===== src/rtl/bcd_pkg.sv =====
// bcd_pkg
// Shared definitions for the packed-BCD arithmetic blocks: digit width,
// radix constants, the single-digit type and the serial subtractor's
// state encoding.
package bcd_pkg;

  localparam int BCD_DIGIT_W = 4;
  localparam int BCD_MAX     = 9;
  localparam int BCD_RADIX   = 10;

  typedef logic [BCD_DIGIT_W-1:0] bcd_digit_t;

  typedef enum logic [1:0] {
    IDLE,
    CALC,
    FIX,
    DONE
  } state_t;

endpackage


===== src/rtl/bcd_digit_sub.sv =====
// bcd_digit_sub
// Combinational single-digit BCD subtract: d = x - y - bi, folded back into
// the 0..9 range when the difference goes negative.
// Ports:
//   x   : minuend digit
//   y   : subtrahend digit
//   bi  : borrow in
//   d   : result digit (truncated to 4 bits)
//   bo  : borrow out
//   bad : either operand digit is above 9
module bcd_digit_sub
  import bcd_pkg::*;
(
  input  bcd_digit_t x,
  input  bcd_digit_t y,
  input  logic       bi,
  output bcd_digit_t d,
  output logic       bo,
  output logic       bad
);

  logic [4:0] diff_raw;
  bcd_digit_t diff_adj;

  // Zero-extended 5-bit difference; the range -16..15 fits exactly, so
  // bit 4 is the sign and doubles as the borrow out.
  assign diff_raw = {1'b0, x} - {1'b0, y} - {4'b0000, bi};
  assign bo       = diff_raw[4];

  // Adding the radix modulo 16 equals adding it to the full value and
  // keeping the low nibble.
  assign diff_adj = diff_raw[3:0] + bcd_digit_t'(BCD_RADIX);
  assign d        = bo ? diff_adj : diff_raw[3:0];

  assign bad = (x > bcd_digit_t'(BCD_MAX)) || (y > bcd_digit_t'(BCD_MAX));

endmodule


===== src/rtl/bcd_serial_subtractor.sv =====
// bcd_serial_subtractor
// Multi-digit packed-BCD subtractor computing a - b - bin one digit per
// clock, least-significant digit first, with a start/done handshake.
// Operands are captured when start is accepted.
// Optional feature macro: BCD_SIGN_MAG_EN
//   defined   : a negative result is converted to sign-magnitude in a
//               second pass (state FIX) and neg is raised.
//   undefined : negative results stay in tens-complement, neg is tied 0.
// Ports:
//   clk     : system clock, rising edge
//   rst_n   : asynchronous active-low reset
//   start   : request, accepted in IDLE or DONE
//   a, b    : minuend / subtrahend, packed BCD, digit 0 in bits [3:0]
//   bin     : borrow in to digit 0
//   busy    : operation in progress
//   done    : one-cycle pulse when results are valid
//   diff    : result digits
//   bout    : borrow out of the most-significant digit
//   neg     : result is negative (sign-magnitude mode only)
//   invalid : an operand digit above 9 was seen in this operation
module bcd_serial_subtractor
  import bcd_pkg::*;
#(
  parameter int DIGITS = 4
) (
  input  logic                  clk,
  input  logic                  rst_n,
  input  logic                  start,
  input  logic [4*DIGITS-1:0]   a,
  input  logic [4*DIGITS-1:0]   b,
  input  logic                  bin,
  output logic                  busy,
  output logic                  done,
  output logic [4*DIGITS-1:0]   diff,
  output logic                  bout,
  output logic                  neg,
  output logic                  invalid
);

  localparam int IDX_W = (DIGITS > 1) ? $clog2(DIGITS) : 1;
  localparam logic [IDX_W-1:0] LAST_IDX = IDX_W'(DIGITS - 1);

  state_t           state;
  bcd_digit_t       a_dig [DIGITS];
  bcd_digit_t       b_dig [DIGITS];
  bcd_digit_t       d_dig [DIGITS];
  logic [IDX_W-1:0] idx;
  logic             borrow;

  bcd_digit_t sub_x;
  bcd_digit_t sub_y;
  bcd_digit_t sub_d;
  logic       sub_bo;
  logic       sub_bad;

  for (genvar g = 0; g < DIGITS; g++) begin : g_diff
    assign diff[4*g +: 4] = d_dig[g];
  end

  // One digit slice serves both passes: CALC subtracts the operands, FIX
  // subtracts the stored result from zero to obtain its magnitude.
  assign sub_x = (state == FIX) ? '0        : a_dig[idx];
  assign sub_y = (state == FIX) ? d_dig[idx] : b_dig[idx];

  bcd_digit_sub u_digit (
    .x   (sub_x),
    .y   (sub_y),
    .bi  (borrow),
    .d   (sub_d),
    .bo  (sub_bo),
    .bad (sub_bad)
  );

`ifndef BCD_SIGN_MAG_EN
  assign neg = 1'b0;
`endif

  always_ff @(posedge clk or negedge rst_n) begin
    if (!rst_n) begin
      state   <= IDLE;
      busy    <= 1'b0;
      done    <= 1'b0;
      bout    <= 1'b0;
      invalid <= 1'b0;
`ifdef BCD_SIGN_MAG_EN
      neg     <= 1'b0;
`endif
      idx     <= '0;
      borrow  <= 1'b0;
      for (int i = 0; i < DIGITS; i++) begin
        a_dig[i] <= '0;
        b_dig[i] <= '0;
        d_dig[i] <= '0;
      end
    end else begin
      case (state)
        IDLE, DONE: begin
          done <= 1'b0;
          if (start) begin
            for (int i = 0; i < DIGITS; i++) begin
              a_dig[i] <= a[4*i +: 4];
              b_dig[i] <= b[4*i +: 4];
              d_dig[i] <= '0;
            end
            invalid <= 1'b0;
`ifdef BCD_SIGN_MAG_EN
            neg     <= 1'b0;
`endif
            borrow  <= bin;
            idx     <= '0;
            busy    <= 1'b1;
            state   <= CALC;
          end else begin
            state <= IDLE;
          end
        end

        CALC: begin
          d_dig[idx] <= sub_d;
          borrow     <= sub_bo;
          if (sub_bad) begin
            invalid <= 1'b1;
          end
          if (idx == LAST_IDX) begin
            bout <= sub_bo;
            idx  <= '0;
`ifdef BCD_SIGN_MAG_EN
            if (sub_bo) begin
              // The magnitude pass starts with no borrow.
              borrow <= 1'b0;
              state  <= FIX;
            end else begin
              busy  <= 1'b0;
              done  <= 1'b1;
              state <= DONE;
            end
`else
            busy  <= 1'b0;
            done  <= 1'b1;
            state <= DONE;
`endif
          end else begin
            idx <= idx + 1'b1;
          end
        end

`ifdef BCD_SIGN_MAG_EN
        FIX: begin
          d_dig[idx] <= sub_d;
          borrow     <= sub_bo;
          if (idx == LAST_IDX) begin
            idx   <= '0;
            neg   <= 1'b1;
            busy  <= 1'b0;
            done  <= 1'b1;
            state <= DONE;
          end else begin
            idx <= idx + 1'b1;
          end
        end
`endif

        default: begin
          busy  <= 1'b0;
          done  <= 1'b0;
          state <= IDLE;
        end
      endcase
    end
  end

endmodule


===== config.mk =====
export PLATFORM = sky130hd
export DESIGN_NAME = bcd_serial_subtractor
export DESIGN_NICKNAME = d
export VERILOG_FILES = /design/src/rtl/bcd_pkg.sv /design/src/rtl/bcd_digit_sub.sv /design/src/rtl/bcd_serial_subtractor.sv
export SDC_FILE = /design/constraint.sdc
export NUM_CORES = 1
export LEC_CHECK = 0
export BUFFER_PORTS_ARGS = -buffer_cell sky130_fd_sc_hd__buf_2
export CORE_MARGIN = 4
export CORE_UTILIZATION = 55
export CTS_BUF_LIST = sky130_fd_sc_hd__clkbuf_4
export CTS_CLUSTER_DIAMETER = 100
export DETAILED_ROUTE_END_ITERATION = 6
export PLACE_DENSITY = 0.77
export SLEW_MARGIN = 20
export SYNTH_ARGS = -nofsm -noshare
export SYNTH_HDL_FRONTEND = slang
export SYNTH_SLANG_ARGS = --single-unit

===== constraint.sdc =====
create_clock -name clk -period 3.76 [get_ports clk]
set_input_delay 0.188 -clock clk [delete_from_list [all_inputs] [get_ports clk]]
set_output_delay 0.188 -clock clk [all_outputs]
set_load 0.01 [all_outputs]

==> results.json <==
{
  "status": "complete, no violations",
  "min-delay-path-class": "input port to register",
  "top_level_ports": 57,
  "hold_violations": 0,
  "yosys_warnings": 0,
  "dieArea_um2": 6570,
  "cts-buffers-inserted": 5,
  "synth_edf_count": 0,
  "synth.cells.most_frequent": "56 x dfrtp_1, 32 x mux2_2, 26 x o21ai_0, 19 x nand2_1, 13 x nor2_1",
  "most_repeated_cell_in_the_gate_level_netlist_after_synthesis": "dfrtp_1",
  "powerDensity_nw_per_um2": 960,
  "path_cells": "buf_4, mux4_1, mux2_4, ha_1, inv_1, ha_1, a21oi_1, xnor2_1, mux2i_1, o21ai_0",
  "flow.area_growth_from_synthesis_pct": 13.4,
  "postRouteWirelength_um": 5930,
  "crit_path_max_fanout": 7,
  "drc_markers": 0,
  "mappedNetlistArea_um2": 2930,
  "vdd.ir_drop.worst_mv": 0.573,
  "layout-drive-gt1-share_pct": 36.2,
  "ys_top_cells_by_area": "dfrtp_1 48%, mux2_2 12%, mux4_1 9.0%, ha_1 5.1%, o21ai_0 4.4%",
  "clock_tree.htree_level_count": 2,
  "setup_repair_after_global_routing_missed_its_margin": "false",
  "clock_tree.root_cell": "clkbuf_4",
  "maxUsedRoutingLayer": "met4",
  "wire_length_of_the_first_global_routing_pass_um": 9600,
  "first_pass_iters": 4,
  "fill_cells": 428,
  "clock_latency_ns": 0.37,
  "detailroute.wirelength.met2_um": 2900,
  "final.setup.tns_ns": 0,
  "final.period_utilization_pct": 92.2,
  "path_buf_inv": 2,
  "skew_ns": 0.0103,
  "cp_slowest_cell": "mux4_1",
  "synth_top_area_cell": "dfrtp_1",
  "post-cts-setup-buffer-count": 0,
  "timing.critical_path.arrival_ns": 3.72,
  "dpl_worst_slack_ns": 0.300,
  "ys_async_sr_fraction_pct": 100,
  "synth_top_area_share_pct": 47.8,
  "finalCriticalPeriod_ns": 3.47,
  "max_slew_margin_vs_limit_pct": 63.3,
  "criticalPathCategory": "register to register",
  "ys_dominant_reg_cell": "dfrtp_1",
  "met3_wirelength_um": 399,
  "number_of_clock_sinks_seen_by_cts": 56,
  "worst_setup_hold_path_clk_slew_ns": 0.14,
  "cts_buffer_depth": 2,
  "grt-ovfl-total": 0,
  "initial_utilization_pct": 57.1,
  "cp_slowest_stage_delay_ns": 0.61,
  "data_required_time_at_the_worst_endpoint_ns": 4.02,
  "synth.net_count": 286,
  "share_of_the_yosys_chip_area_belonging_to_registers_pct": 47.8,
  "numPortBuffers": 55,
  "via_per_inst": 5.64,
  "synth-seq-cells": 56,
  "post_synth.cell_area_avg_um2": 12.4,
  "max_cap_violations": 0,
  "route.antenna.remaining_nets": 0,
  "detailedPlacementHpwl_um": 4430,
  "met1Wirelength_um": 2540,
  "netlist_instances": 236,
  "path_common_cell": "ha_1",
  "drt_iter0_markers": 154,
  "dr_total_vias": 2049,
  "area_of_the_core_region_um2": 5140,
  "finished_core_util_pct": 64.7,
  "worst_pin_slew_ns": 0.547,
  "path_delay_family": "multiplexers",
  "final-setup-viol-count": 0,
  "power.static_leakage_uw": 0.00157,
  "highest_clock_frequency_the_design_can_meet_mhz": 288,
  "cp-start-kind": "register",
  "grtUsageTotal_pct": 19.3,
  "antenna_cells_inserted": 0,
  "initial_antenna_violation_count": 0,
  "synth_cell_type_count": 37,
  "holdBufCountCts": 1,
  "final_critical_path_setup_slack_ns": 0.294,
  "routed_wire_length_per_instance_um": 16.3,
  "nNetsFinal": 343,
  "row_count": 26,
  "vias_in_the_first_global_route": 2005,
  "die_y_um": 81.0,
  "tritoncts": "built",
  "die_w_um": 81.0,
  "critical_path.endpoint_type": "register",
  "gp_congestion": 0.849,
  "finalMaxSlewViolations": 0,
  "grt_start_max_net_pins": 41,
  "cts_resized": 0,
  "finalHoldWorstSlack_ns": 0.0385
}
-- worst register-to-register path, cell delays in order (launching register included) --
cell     delay (ns)
dfrtp_1        0.53
buf_4          0.24
mux4_1         0.62
mux2_4         0.30
ha_1           0.28
inv_1          0.04
ha_1           0.31
a21oi_1        0.08
xnor2_1        0.45
mux2i_1        0.38
o21ai_0        0.13
-- flip-flops by register name, summed over array words and instances (netlist names) --
register,count
diff,16
done,1
busy,1
a_dig,16
idx,2
bout,1
state,1
b_dig,16
invalid,1
borrow,1
-- metal layers --
layer | up-vias | track usage [%]
met5 | - | 0
met4 | 0 | 7.09
met3 | 13 | 2.77
met2 | 74 | 31.0
met1 | 1003 | 26.7
li1 | 959 | -
-- cells in the final DEF (no fill, tap or decap), types with 2 or more instances in the layout --
master / count
dfrtp_1: 56
buf_2: 55
mux2_2: 32
o21ai_0: 26
nand2_1: 19
nor2_1: 13
ha_1: 12
mux4_1: 10
inv_1: 9
nand3_1: 7
clkbuf_4: 6
buf_4: 5
nand2b_1: 4
xor2_1: 3
mux2i_1: 3
a21oi_1: 3
xnor2_1: 3
a22o_1: 3
mux4_2: 2
nor2b_1: 2
nand3b_1: 2
o21a_1: 2
fa_1: 2
-- worst paths after layout --
check	depth (start not counted)	endpoint	startpoint	slack (ns)
max in group asynchronous	3	a_dig[10]	rst_n	2.66
min reg2reg	1	b_dig[10]	b_dig[10]	0.52
max	10	diff[14]	idx[0]	0.29
min	2	b_dig[12]	b[0]	0.04
max reg2reg	10	diff[14]	idx[0]	0.29
min in group asynchronous	2	diff[8]	rst_n	0.25
-- area by class of cell --
cell class                 count  area, µm²  share of cell area (%)
inverter                      10       37.5                    1.13
sequential                    56       1400                    42.1
clock inverter                 1       5.00                   0.150
timing repair buffer          61        323                    9.70
multi-input combinational    159       1430                    42.9
clock buffer                   6       45.0                    1.35
tap                           70       87.6                    2.63
-- power breakdown --
part	switching [µW]	internal (µW)
Sequential	146	826
Combinational	1090	880
Clock	173	76.7
Total	1410	1780
-- kinds of logic after synthesis --
kind of cell	Yosys count	share of synthesized area, %
other	1	0.128
AND/OR/NAND/NOR	50	7.76
adder cells (fa/ha/maj)	14	6.48
multiplexers	48	24.3
flip-flops	56	47.8
XOR/XNOR	6	1.79
buffers and inverters	21	3.58
AO/OA/AOI/OAI	40	8.19
-- metrics by stage --
stage / power [µW] / instance area (µm²) / cells
2_1_floorplan: 2470 / 2930 / 236
5_1_grt: 3470 / 3330 / 363
3_5_place_dp: 2940 / 3270 / 355
3_3_place_gp: 2880 / 3270 / 355
6_report: 3200 / 3330 / 363
4_1_cts: 3200 / 3330 / 363
Note: power is estimated with default switching activity, not from simulation.
